==> src/rtl/seq_match_if.sv <==
// Bundle between the sequence detector side and the match statistics block.
// gap_valid qualifies last_gap for exactly one cycle; there is no backpressure.
interface seq_match_if #(
    parameter int CNT_W = 16,
    parameter int GAP_W = 16
);
    logic             match_in;
    logic             clear;
    logic [CNT_W-1:0] count;
    logic             overflow;
    logic [GAP_W-1:0] last_gap;
    logic             gap_valid;
    logic             led;
    logic             fsm_state;

    modport master (
        output match_in, clear,
        input  count, overflow, last_gap, gap_valid, led, fsm_state
    );

    modport slave (
        input  match_in, clear,
        output count, overflow, last_gap, gap_valid, led, fsm_state
    );
endinterface

==> src/rtl/seq_match_counter.sv <==
// Turns detector match levels into single events, counts them, times the gap
// between consecutive events and stretches each event into an LED pulse.
module seq_match_counter #(
    parameter int CNT_W   = 16,
    parameter int GAP_W   = 16,
    parameter int STRETCH = 5000000
) (
    input  logic        clk,
    input  logic        rst,
    seq_match_if.slave  bus
);

    typedef enum logic {
        IDLE = 1'b0,
        HOLD = 1'b1
    } led_state_t;

    localparam int               SW      = (STRETCH > 1) ? $clog2(STRETCH) : 1;
    localparam logic [SW-1:0]    RELOAD  = SW'(STRETCH - 1);
    localparam logic [CNT_W-1:0] CNT_MAX = '1;
    localparam logic [GAP_W-1:0] GAP_MAX = '1;

    logic             match_q;
    logic             match_q2;
    logic             evt;
    logic [CNT_W-1:0] count_q;
    logic             overflow_q;
    logic [GAP_W-1:0] gap_cnt;
    logic [GAP_W-1:0] last_gap_q;
    logic             gap_valid_q;
    logic             armed;
    logic             led_q;
    led_state_t       state_q;
    led_state_t       state_d;
    logic [SW-1:0]    stretch_q;
    logic [SW-1:0]    stretch_d;

    assign evt = match_q & ~match_q2;

    always_comb begin
        state_d   = state_q;
        stretch_d = stretch_q;
        case (state_q)
            IDLE: begin
                if (evt) begin
                    state_d   = HOLD;
                    stretch_d = RELOAD;
                end
            end
            HOLD: begin
                if (evt) begin
                    stretch_d = RELOAD;
                end else if (stretch_q != '0) begin
                    stretch_d = stretch_q - SW'(1);
                end else begin
                    state_d = IDLE;
                end
            end
            default: begin
                state_d = IDLE;
            end
        endcase
    end

    always_ff @(posedge clk or posedge rst) begin
        if (rst) begin
            match_q  <= 1'b0;
            match_q2 <= 1'b0;
        end else begin
            match_q  <= bus.match_in;
            match_q2 <= match_q;
        end
    end

    // clear wins over a same-cycle event; the edge detector keeps sampling
    // so a level still high afterwards does not count again.
    always_ff @(posedge clk or posedge rst) begin
        if (rst) begin
            count_q     <= '0;
            overflow_q  <= 1'b0;
            gap_cnt     <= '0;
            last_gap_q  <= '0;
            gap_valid_q <= 1'b0;
            armed       <= 1'b0;
            state_q     <= IDLE;
            stretch_q   <= '0;
            led_q       <= 1'b0;
        end else if (bus.clear) begin
            count_q     <= '0;
            overflow_q  <= 1'b0;
            gap_cnt     <= '0;
            last_gap_q  <= '0;
            gap_valid_q <= 1'b0;
            armed       <= 1'b0;
            state_q     <= IDLE;
            stretch_q   <= '0;
            led_q       <= 1'b0;
        end else begin
            gap_valid_q <= 1'b0;
            state_q     <= state_d;
            stretch_q   <= stretch_d;
            led_q       <= (state_d == HOLD);
            if (evt) begin
                if (count_q != CNT_MAX) begin
                    count_q <= count_q + CNT_W'(1);
                end else begin
                    overflow_q <= 1'b1;
                end
                if (armed) begin
                    last_gap_q  <= (gap_cnt == GAP_MAX) ? GAP_MAX : gap_cnt + GAP_W'(1);
                    gap_valid_q <= 1'b1;
                end
                armed   <= 1'b1;
                gap_cnt <= '0;
            end else if (gap_cnt != GAP_MAX) begin
                gap_cnt <= gap_cnt + GAP_W'(1);
            end
        end
    end

    assign bus.count     = count_q;
    assign bus.overflow  = overflow_q;
    assign bus.last_gap  = last_gap_q;
    assign bus.gap_valid = gap_valid_q;
    assign bus.led       = led_q;
    assign bus.fsm_state = state_q;

endmodule

==> src/flat_wrapper.sv <==
// flat-port wrapper written by rule: the top's interface ports become plain ports
module seq_match_counter_flat 
#(
    parameter int CNT_W   = 16,
    parameter int GAP_W   = 16,
    parameter int STRETCH = 5000000
)
  (clk, rst, bus_match_in, bus_clear, bus_count, bus_overflow, bus_last_gap, bus_gap_valid, bus_led, bus_fsm_state);
  seq_match_if #(.CNT_W(CNT_W), .GAP_W(GAP_W)) bus_i ();
  input  logic clk;
  input  logic rst;
  input wire logic [$bits(bus_i.match_in)-1:0] bus_match_in;
  input wire logic [$bits(bus_i.clear)-1:0] bus_clear;
  output wire logic [$bits(bus_i.count)-1:0] bus_count;
  output wire logic [$bits(bus_i.overflow)-1:0] bus_overflow;
  output wire logic [$bits(bus_i.last_gap)-1:0] bus_last_gap;
  output wire logic [$bits(bus_i.gap_valid)-1:0] bus_gap_valid;
  output wire logic [$bits(bus_i.led)-1:0] bus_led;
  output wire logic [$bits(bus_i.fsm_state)-1:0] bus_fsm_state;
  assign bus_i.match_in = bus_match_in;
  assign bus_i.clear = bus_clear;
  assign bus_count = bus_i.count;
  assign bus_overflow = bus_i.overflow;
  assign bus_last_gap = bus_i.last_gap;
  assign bus_gap_valid = bus_i.gap_valid;
  assign bus_led = bus_i.led;
  assign bus_fsm_state = bus_i.fsm_state;
  seq_match_counter #(.CNT_W(CNT_W), .GAP_W(GAP_W), .STRETCH(STRETCH)) u_core (.clk(clk), .rst(rst), .bus(bus_i));
endmodule
==> config.mk <==
export PLATFORM = sky130hd
export DESIGN_NAME = seq_match_counter_flat
export DESIGN_NICKNAME = d
export VERILOG_FILES = /design/src/rtl/seq_match_if.sv /design/src/rtl/seq_match_counter.sv /design/src/flat_wrapper.sv
export SDC_FILE = /design/constraint.sdc
export NUM_CORES = 1
export LEC_CHECK = 0
export ABC_AREA = 1
export CORE_ASPECT_RATIO = 1.5
export CORE_MARGIN = 4
export CORE_UTILIZATION = 54
export DETAILED_ROUTE_END_ITERATION = 10
export PLACE_DENSITY_LB_ADDON = 0.08
export SYNTH_ARGS = -nofsm -noshare
export SYNTH_HDL_FRONTEND = slang
export SYNTH_SLANG_ARGS = --single-unit
==> constraint.sdc <==
create_clock -name clk -period 7.8 [get_ports clk]
set_input_delay 1.56 -clock clk [delete_from_list [all_inputs] [get_ports clk]]
set_output_delay 1.56 -clock clk [all_outputs]
set_load 0.02 [all_outputs]
* Word level (Yosys, flattened, before mapping)
Cells that the tools add are included.
** Word-level totals
- Flip-flop bits (word level) :: 77
- Output and inout bits :: 36
** Operators by class
- Add/sub/neg operators :: 3
- Equality and inequality tests :: 6
- Muxes and demuxes :: 28
- Bitwise operators :: 3
- Reductions and logical operators :: 9
** Operators with widths (number)
- 16-bit two-way mux :: 10
- 23-bit two-way mux :: 4
- 23-bit one-hot mux with 2 select lines :: 1
- 16-bit by 1-bit adder with 16-bit output, second input constant :: 2
- 16-bit inequality test, second input constant :: 2
- 23-bit nonzero test :: 1
- 23-bit by 1-bit subtractor with 23-bit output, second input constant :: 1
- 16-bit == test, second input constant :: 1
- 1-bit two-way mux :: 12
- 2-bit AND reduction :: 4
- 2-bit nonzero test :: 3
- 4-bit by 3-bit inequality test with 1-bit output, second input constant :: 1
- 3-bit by 2-bit inequality test with 1-bit output, second input constant :: 1
- 3-bit nonzero test :: 1
- 2-bit inequality test, second input constant :: 1
- 1-bit NOT :: 2
- 1-bit one-hot mux with 2 select lines :: 1
- 1-bit AND :: 1

* Longest topological paths before layout
Gate-level depths: netlist of the first run.
- Word-level depth :: 5
- Mapped depth :: 11
- Depth with buffers taken out :: 11

* Worst setup path after synthesis of the first run
OpenSTA, ideal clock, no wires.
- Path kind :: input -> register
- From :: in bus_clear
- To :: reg u_core.last_gap_q[12], in the netlist u_core.bus.last_gap[12]
- Setup time :: 0.083 ns
- Data arrival time :: 2.302 ns
- Required time :: 7.717 ns
- Setup slack :: 5.415 ns
- Stages :: 6
- Path through :: inv_1 -> nand2_1 -> inv_1 -> clkbuf_1 -> nand2_1 -> o21ai_0
** On the way
- Longest elaborated chain between the ends :: 2
- Elaborated cells on any way between the ends :: 4
- Those cells by class :: 1 x mux; 3 x reduce/logical
** RTL lines
- start: declaration :: RTL line flat_wrapper.sv:13 : input wire logic [$bits(bus_i.clear)-1:0] bus_clear;
- 2-bit nonzero test (no line)
- 2-bit AND reduction (no line)
- end signal: assignment :: RTL line seq_match_counter.sv:110 : last_gap_q <= (gap_cnt == GAP_MAX) ? GAP_MAX : gap_cnt + GAP_W'(1);
- end: declaration :: RTL line seq_match_counter.sv:29 : logic [GAP_W-1:0] last_gap_q;
Several ways; a longest one is shown, not always the timed one.
A chain may end at the register's enable or synchronous reset.

* Worst setup path after layout of the first run
- From :: in bus_clear
- To :: reg u_core.count_q[9], in the netlist u_core.bus.count[9]
** On the way
- Longest elaborated chain between the ends :: 2
- Elaborated cells on any way between the ends :: 4
- Those cells by class :: 1 x mux; 3 x reduce/logical
** RTL lines
- 2-bit nonzero test (no line)
- 2-bit AND reduction (no line)
- end signal: assignment :: RTL line seq_match_counter.sv:105 : count_q <= count_q + CNT_W'(1);
- end: declaration :: RTL line seq_match_counter.sv:26 : logic [CNT_W-1:0] count_q;
Several ways; a longest one is shown, not always the timed one.

==> results of run 1 <==
[layer usage]
layer | share of wire [%] | up-vias | track usage, %
met5 | 0 | - | 0
met4 | 2.6 | 0 | 10.8
met3 | 2.7 | 24 | 3.96
met2 | 53 | 66 | 39.2
met1 | 42 | 1905 | 27.5
li1 | - | 2010 | -
[cell usage in the layout, fill, tap and decap left out, drive strengths merged, types with 4 or more instances in the layout]
master         instances
inv                   66
dfrtp                 77
clkbuf                11
or2                    4
nand2                185
nor3                  15
o21ai                 32
nand4                 16
nor2                  99
a21oi                 10
clkdlybuf4s50         39
nand3b                 4
xor2                  10
nand3                 61
[logic make-up (layout without fill, tap and decap cells)]
logic type / count (synthesis) / count (layout)
XOR/XNOR: 11 / 11
flip-flops: 77 / 77
AO/OA/AOI/OAI: 49 / 49
buffers and inverters: 79 / 121
AND/OR/NAND/NOR: 387 / 387
adder cells (fa/ha/maj): 3 / 3
[state kept, by name, indices dropped and copies added (netlist names)]
| signal | flops |
|---|---|
| u_core.armed | 1 |
| u_core.bus.count | 16 |
| u_core.bus.gap_valid | 1 |
| u_core.bus.last_gap | 16 |
| u_core.bus.led | 1 |
| u_core.bus.overflow | 1 |
| u_core.gap_cnt | 16 |
| u_core.match_q | 1 |
| u_core.match_q2 | 1 |
| u_core.stretch_q | 23 |
[stage by stage]
stage                     worst slack [ps]  utilization (%)  std cells  instance area, um^2
after global routing                  3730             65.3        753                 5200
final                                 3980             65.3        753                 5200
after detailed placement              3650             60.9        738                 4850
after CTS                             3990             65.3        753                 5200
after floorplan                       4270                -        606                 4400
after global placement                3680             60.9        738                 4850
[final cells by class]
type | count | area [um^2]
clock inverters | 4 | 95.1
well taps | 105 | 131
flip-flops and latches | 77 | 1930
clock buffers | 11 | 253
inverters | 66 | 248
multi-input cells | 450 | 2140
repair buffers | 40 | 398
fillers | 707 | 2760
[worst paths after layout]
path,cells after the start,from,slack [ps],endpoint
worst max register to register,6,u_core.match_q$_DFF_PP0_,5490,u_core.bus.count[9]$_DFFE_PP0P_
worst min-delay path,0,u_core.match_q$_DFF_PP0_,380,u_core.match_q2$_DFF_PP0_
max in group asynchronous,3,rst,5340,u_core.bus.count[11]$_DFFE_PP0P_
worst max-delay path,5,bus_clear,3980,u_core.bus.count[9]$_DFFE_PP0P_
worst min register to register,0,u_core.match_q$_DFF_PP0_,380,u_core.match_q2$_DFF_PP0_
min in group asynchronous,3,rst,1870,u_core.stretch_q[21]$_DFFE_PP0P_
[power by group through the flow]
stage | Clock, W | Combinational (W) | Sequential (W)
finish | 0.000484 | 0.000131 | 0.000430
global route | 0.000511 | 0.000150 | 0.000432
detailed placement | 0 | 0.000131 | 0.000437
global placement | 0 | 0.000127 | 0.000436
CTS | 0.000495 | 0.000132 | 0.000430
floorplan | 0 | 0.0000996 | 0.000435
==> impl_results.md, run 1 <==
- CP cell instances: clkdlybuf4s50_1 -> nor2_2 -> inv_2 -> nand2_2 -> o21ai_0
- RD Place Congestion: 0.954
- Slew HR: 21.2%
- Post-synth EDFFs: 0
- Core ar.: 0.00796 mm^2
- Post-Route WL: between 10000 and 15000 um
- Routed vias: approximately 4000
- PD cells: 201 mW/mm^2
- WS Path Type: input pin to register
- Int Power: 0.000780 W
- Number of buffers created by CTS: 9
- Fin crit period: approximately 3800 ps
- Slowest CP cell: nor2_2
- Synth area leaders: dfrtp_1 44%, nand2_1 15%, nor2_1 7.3%
- FFs w/ async S/R, synth: 100%
- Switching Share: about a quarter
- Worst Skew: 6.61 ps
- Critical path capture point type: register
- Final Hold Viols: 0
- Total of warnings raised by yosys: 0
- Largest net degree at the start of global routing: 78
- DIE WIDTH: 81.7 um
- CTS Buffer Depth: 2
- Layout Nets: around 650
- Port bufs: 39
- Overall power: 0.00104 W
- Share of layout cells above drive strength 1: 8.49%
- CP top delay family: simple AND/OR/NAND/NOR gates
- Worst skew pair latency: 330 ps
- Synth Area in Adders: 0.853%
- Logic pwr share: around an eighth
- Compound-gate portion of the synthesized area: 6.40%
- Post-Syn Instances: ~610
- Post-synth top area cell: dfrtp_1
- Max-slew violation count: 0
- CP Data Arrival Time: 4030 ps
- Setup bufs post-CTS: 0
- Top FF cell, synth: dfrtp_1
- Syn_nets: 613
- Hold Buf Count CTS: 0
- IO Count: 40
- CP max stage delay: 1030 ps
- Clock power share: 46.3%
- Vias in the first global route: around 4000
- Remaining global-route overflow: 0
- Hold Slack: 380 ps
- VDD IR max: 0.157 mV
- Sequential share of power: about 41%
- Post-Synth XOR/XNOR Area: under 10%
- Worst slew pin tran: 1180 ps
- Achievable Freq: between 0.2 and 0.3 GHz
- Status: finished, final reports clean
- WP buf/inv: 2
- Max-cap violations: 0
- Root cell of the clock tree: clkbuf_16
- Synthesis-stage register bit count: 77
- Net switching power: 0.000265 W
- Post-CTS Resized: 0
- GRT Total Usage: 23.0%
- Post-synth top cells: 177 x nand2_1, 86 x nor2_1, 77 x dfrtp_1
- Number of library cell types mapped by synthesis: 37
- CTS sink count: 77
- Final period util: between 40% and 50%
- First-pass GRT wire length: 17700 um
- CP startpoint kind: input pin
- Reg clk slew, reported paths: roughly 60 ps
- Crit path max fanout: 28
- Number of diodes: 0
- 1st-iter DRT viols: 215
- Initial Utilization: a little under three fifths
- # rows: 40
- Number of detailed-route iterations in the first pass: 5
- CTS tree: yes
- DIE AREA: 0.00969 mm^2
- Vias/cell: 5.32
- Mux cell area share after synthesis: 0%
- DR DRC count: 0
- Setup TNS Final: 0 ps
- Hold Crit Class: register to register
- RSZ-0062 raised after global routing: no
- Post-synth top area share: a little over two fifths
- Post-Syn Area: between 0.004 and 0.005 mm^2
- Cell with the most instances after synthesis: nand2_1
- Register area share after synthesis: a little over two fifths
- Post-route ant nets: 0
- Per-cell routed wire length: 13.5 um
- Leak: ~2.4 nW
- Simple-gate share of the synthesized area: roughly two fifths
- Htree depth: 3
- Mean Syn Cell Area: 7.26 um^2
- Largest family of logic cells by synthesized area: simple AND/OR/NAND/NOR gates
- Final setup vio count: 0
- Initial antenna violation count: 0
- CP required: ~8000 ps
- Detailed placement HPWL: 7280 um
- Layout area overhead: 18.1%
- DIE HEIGHT: 119 um
Note: power is estimated with default switching activity, not from simulation.
==> run 2: changes to the inputs <==
Clock period 7.8 ns to 3.6 ns, I/O delays scaled along.
==> impl_results.md, run 2 (synthesis gave the netlist of run 1 again) <==
- Post-Route WL: 10200 um (was 10100 um)
- Initial Utilization: 55.3% (unchanged)
- Share of layout cells above drive strength 1: 8.62% (was 8.49%)
- Number of buffers created by CTS: 9 (unchanged)
- Net switching power: 0.000603 W (was 0.000265 W)
- Final period util: 71.1%
- First-pass GRT wire length: 17600 um (was 17700 um)
- Port bufs: 39 (unchanged)
- Worst slew pin tran: 936 ps (was 1180 ps)
- Clock power share: 44.5% (was 46.3%)
- Critical Path Start: u_core.bus.led$_DFF_PP0_ (was bus_clear)
- Finished Cell Area: 0.00518 mm^2 (was 0.00520 mm^2)
- Commonest non-fill, non-tap cell in the layout: nand2_1 (unchanged)
- CP max stage delay: 760 ps (was 1030 ps)
- CTS sink count: 77 (unchanged)
- CP required: 2880 ps (was 8000 ps)
- CP cell instances: clkdlybuf4s50_1 (was clkdlybuf4s50_1 -> nor2_2 -> inv_2 -> nand2_2 -> o21ai_0)
- Reg-to-reg endpoint: u_core.stretch_q[8]$_DFFE_PP0P_ (was u_core.bus.count[9]$_DFFE_PP0P_)
- Setup TNS Final: 0 ps (unchanged)
- Number of diodes: 0 (unchanged)
- R2r setup slk: 1350 ps (was 5490 ps)
- Slew HR: 37.4% (was 21.2%)
- Hold Path Origin: u_core.match_q$_DFF_PP0_ (unchanged)
- Layout Nets: 652 (was 651)
- CP Data Arrival Time: 1840 ps (was 4030 ps)
- RSZ-0062 raised after global routing: no (unchanged)
- PD cells: 423 mW/mm^2 (was 201 mW/mm^2)
- Status: finished, final reports clean (unchanged)
- CTS tree: yes (unchanged)
- Switching Share: 27.5% (was 25.4%)
- CP top delay family: flip-flops (was simple AND/OR/NAND/NOR gates)
- Worst Skew: 4.88 ps (was 6.61 ps)
- Largest net degree at the start of global routing: 78 (unchanged)
- Per-cell routed wire length: 13.5 um (about the same)
- Worst R2R Path Depth: 6 (unchanged)
- Achievable Freq: about 0.39 GHz
- DIE HEIGHT: 119 um (unchanged)
- CP startpoint kind: register (was input pin)
- Reg clk slew, reported paths: 60 ps (about the same)
- DIE AREA: 0.00969 mm^2 (unchanged)
- VDD IR max: 0.296 mV (was 0.157 mV)
- Int Power: 0.00159 W (was 0.000780 W)
- Placed cell area: 0.00487 mm^2 (was 0.00485 mm^2)
- Detailed placement HPWL: 7190 um (was 7280 um)
- 1st-iter DRT viols: 235 (was 215)
- Reg-to-Reg Start: u_core.bus.led$_DFF_PP0_ (was u_core.match_q$_DFF_PP0_)
- Critical path capture point type: output pin (was register)
- Hold depth: 0 (unchanged)
- Post-route ant nets: 0 (unchanged)
- Top reg by flops: u_core.stretch_q (unchanged)
- Core ar.: 0.00796 mm^2 (unchanged)
- Logic pwr share: 13.0% (was 12.5%)
- Worst skew pair latency: 340 ps (was 330 ps)
- Number of detailed-route iterations in the first pass: 5 (unchanged)
- Final Hold Viols: 0 (unchanged)
- Post-CTS Resized: 0 (unchanged)
- Sequential share of power: 42.5% (was 41.2%)
- Max-cap violations: 0 (unchanged)
- Fin crit period: about 2600 ps
- Root cell of the clock tree: clkbuf_16 (unchanged)
- GRT Total Usage: 23.1% (was 23.0%)
- WS Path Type: register to output pin (was input pin to register)
- Leak: 2.44 nW (was 2.45 nW)
- Vias/cell: 5.28 (was 5.32)
- WP buf/inv: 1 (was 2)
- Vias in the first global route: 3977 (was 4027)
- Most frequent cells in the layout: 177 x nand2_1, 86 x nor2_1, 77 x dfrtp_1, 61 x inv_1, 61 x nand3_1 (unchanged)
- Remaining global-route overflow: 0 (unchanged)
- # rows: 40 (unchanged)
- Routed vias: 3984 (was 4005)
- DIE WIDTH: 81.7 um (unchanged)
- Layout area overhead: 17.8% (was 18.1%)
- DR DRC count: 0 (unchanged)
- Hold Crit Class: register to register (unchanged)
- Max reg flops: 23 (unchanged)
- Htree depth: 3 (unchanged)
- Worst Hold Endpoint: u_core.match_q2$_DFF_PP0_ (unchanged)
- Hold Buf Count CTS: 0 (unchanged)
- Setup bufs post-CTS: 0 (unchanged)
- Initial antenna violation count: 0 (unchanged)
- CP Depth: 1 (was 5)
- IO Count: 40 (unchanged)
- RD Place Congestion: 0.916 (was 0.954)
- Final setup vio count: 0 (unchanged)
- CTS Buffer Depth: 2 (unchanged)
- Slowest CP cell: dfrtp_1 (was nor2_2)
- Crit path max fanout: 16 (was 28)
- Max-slew violation count: 0 (unchanged)
## run 2: cell types whose count changed in the layout (fill, tap and decap cells not counted), sizes merged
cell	delta
clkinv	+1
bufinv	-1
clkbuf	-1
clkinvlp	+1
buf	+1
inv	+1
## run 2: how the worst max path moves through the flow
stage	slack, ps	end
final	1040	bus_fsm_state
after global routing	1000	bus_fsm_state
after CTS	1040	bus_fsm_state
after detailed placement	880	u_core.bus.last_gap[6]$_DFFE_PP0P_
after global placement	960	u_core.bus.last_gap[8]$_DFFE_PP0P_
after floorplan	910	u_core.armed$_DFFE_PP0P_
## run 2: routing by layer
layer	wire length, um	part of all wire (%)	track usage (%)
met1	4320	42	27.2
met2	5250	52	39.2
met3	380	3.7	3.96
met4	220	2.2	11.7
met5	0	0	0
## run 2: power by group through the flow
stage          logic, W  registers [W]  clock network (W)
3_3_place_gp   0.000281       0.000945                  0
3_5_place_dp   0.000286       0.000947                  0
4_1_cts        0.000289       0.000931           0.000992
2_1_floorplan  0.000216       0.000943                  0
6_report       0.000286       0.000931           0.000975
5_1_grt        0.000329       0.000935            0.00103
## run 2: through the flow
step | total power [W] | setup slack (ps) | util [%] | std cells | hold WS (ps)
after floorplan | 0.00116 | 913 | - | 606 | 354
after global placement | 0.00123 | 964 | 61.2 | 739 | 363
after detailed placement | 0.00123 | 879 | 61.2 | 739 | 366
after CTS | 0.00221 | 1040 | 65.1 | 755 | 379
after global routing | 0.00229 | 997 | 65.1 | 755 | 393
final | 0.00219 | 1040 | 65.1 | 755 | 375
## run 2: layout make-up
class,count,area [um^2]
Fill cell,699,2770
Multi-Input combinational cell,450,2140
Sequential cell,77,1930
Timing Repair Buffer,41,418
Inverter,66,248
Clock buffer,10,229
Tap cell,105,131
Clock inverter,6,86.3
==> run 3: changes to the inputs <==
Clock period 3.6 ns to 2.5 ns, I/O delays scaled along.
==> impl_results.md, run 3 (synthesis gave the netlist of run 1 again) <==
- Overall power: 0.00303 W (was 0.00219 W)
- Layout Nets: 658 (was 652)
- VDD IR max: 0.408 mV (was 0.296 mV)
- Achievable Freq: 0.471 GHz
- Top reg by flops: u_core.stretch_q (unchanged)
- IO Count: 40 (unchanged)
- 1st-iter DRT viols: 158 (was 235)
- First-pass GRT wire length: 18100 um (was 17600 um)
- Post-route ant nets: 0 (unchanged)
- DIE AREA: 0.00969 mm^2 (unchanged)
- Post-Route WL: 10100 um (was 10200 um)
- CP cell instances: clkdlybuf4s50_1 (unchanged)
- Routed vias: 3962 (was 3984)
- Reg clk slew, reported paths: 60 ps (about the same)
- Remaining global-route overflow: 0 (unchanged)
- Crit path max fanout: 12 (was 16)
- DIE HEIGHT: 119 um (unchanged)
- # rows: 40 (unchanged)
- Leak: 2.45 nW (was 2.44 nW)
- RSZ-0062 raised after global routing: no (unchanged)
- Initial antenna violation count: 0 (unchanged)
- Final period util: between 80% and 90%
- Initial Utilization: 55.3% (unchanged)
- CP Data Arrival Time: 1620 ps (was 1840 ps)
- Number of buffers created by CTS: 9 (unchanged)
- PD cells: 583 mW/mm^2 (was 423 mW/mm^2)
- CTS Buffer Depth: 2 (unchanged)
- Critical path capture point type: output pin (unchanged)
- Layout area overhead: 18.3% (was 17.8%)
- Worst slew pin tran: 578 ps (was 936 ps)
- Fin crit period: 2120 ps
- Commonest non-fill, non-tap cell in the layout: nand2_1 (unchanged)
- Port bufs: 39 (unchanged)
- CP required: 2000 ps (was 2880 ps)
- Setup TNS Final: 0 ps (unchanged)
- DR DRC count: 0 (unchanged)
- Hold Slack: 381 ps (was 375 ps)
- Final core utilization: 65.4% (was 65.1%)
- Vias/cell: 5.21 (was 5.28)
- Final Hold Viols: 0 (unchanged)
- Setup bufs post-CTS: 0 (unchanged)
- CTS sink count: 77 (unchanged)
- Slew HR: 61.4% (was 37.4%)
- Status: finished, final reports clean (unchanged)
- Per-cell routed wire length: 13.3 um (was 13.5 um)
- Hold Crit Class: register to register (unchanged)
- CP top delay family: buffers and inverters (was flip-flops)
- Slowest CP cell: clkdlybuf4s50_1 (was dfrtp_1)
- Post-CTS Resized: 0 (unchanged)
- Largest net degree at the start of global routing: 39 (was 78)
- Root cell of the clock tree: clkbuf_16 (unchanged)
- Worst Skew: 6.39 ps (was 4.88 ps)
- Core ar.: 0.00796 mm^2 (unchanged)
- Htree depth: 3 (unchanged)
- Most frequent cells in the layout: 177 x nand2_1, 86 x nor2_1, 77 x dfrtp_1, 61 x inv_1, 61 x nand3_1 (unchanged)
- Max-cap violations: 0 (unchanged)
- Number of diodes: 0 (unchanged)
- CP max stage delay: 700 ps (was 760 ps)
- Detailed placement HPWL: 7550 um (was 7190 um)
- Max reg flops: 23 (unchanged)
- WP buf/inv: 1 (unchanged)
- Worst skew pair latency: 340 ps (about the same)
- CP startpoint kind: register (unchanged)
- Max-slew violation count: 0 (unchanged)
- RD Place Congestion: 0.965 (was 0.916)
- WS Path Type: register to output pin (unchanged)
- Vias in the first global route: 4012 (was 3977)
- Hold Buf Count CTS: 0 (unchanged)
- DIE WIDTH: 81.7 um (unchanged)
- Share of layout cells above drive strength 1: 9.45% (was 8.62%)
- CTS tree: yes (unchanged)
- Final setup vio count: 0 (unchanged)
- GRT Total Usage: 23.8% (was 23.1%)
- Number of detailed-route iterations in the first pass: 4 (was 5)
run 3: changes by cell type in the layout (fill, tap and decap cells not counted):
cell and delta:
buf_4 +6, bufinv_16 -1, clkinv_4 +1, clkinvlp_4 +1, inv_6 -1
run 3: metrics by stage:
stage	worst slack, ps	cells	area, um^2
6_report	378	761	5210
4_1_cts	364	761	5210
5_1_grt	297	761	5210
3_3_place_gp	465	745	4910
2_1_floorplan	33.3	606	4400
3_5_place_dp	396	745	4910
run 3: final cells by class:
type / instances / area [um^2]
Fill cell: 685 / 2750
Tap cell: 105 / 131
Sequential cell: 77 / 1930
Clock inverter: 6 / 63.8
Timing Repair Buffer: 47 / 463
Inverter: 66 / 248
Clock buffer: 10 / 229
Multi-Input combinational cell: 450 / 2140
run 3: final timing paths:
kind / start / end / slack (ps) / depth (start not counted)
setup / recovery: u_core.bus.led$_DFF_PP0_ / bus_led / 380 / 1
hold / removal: u_core.match_q$_DFF_PP0_ / u_core.match_q2$_DFF_PP0_ / 380 / 0
setup reg to reg: u_core.bus.count[0]$_DFFE_PP0P_ / u_core.bus.count[8]$_DFFE_PP0P_ / 660 / 10
hold reg to reg: u_core.match_q$_DFF_PP0_ / u_core.match_q2$_DFF_PP0_ / 380 / 0
max in group asynchronous: rst / u_core.bus.led$_DFF_PP0_ / 1330 / 3
min in group asynchronous: rst / u_core.stretch_q[21]$_DFFE_PP0P_ / 510 / 2
run 3: per-layer routing:
layer  up-vias  global-route usage [%]  wire length [um]
met3        18                    3.58               232
met4         0                    11.9               258
met1      1856                    28.5              4400
met5         -                       0                 0
li1       2031                       -                 -
met2        57                    40.5              5240
run 3: report_power, final:
part           internal [W]  switching, W
clock              0.000770      0.000506
combinational      0.000132      0.000287
sequential          0.00129     0.0000510
total               0.00219      0.000844
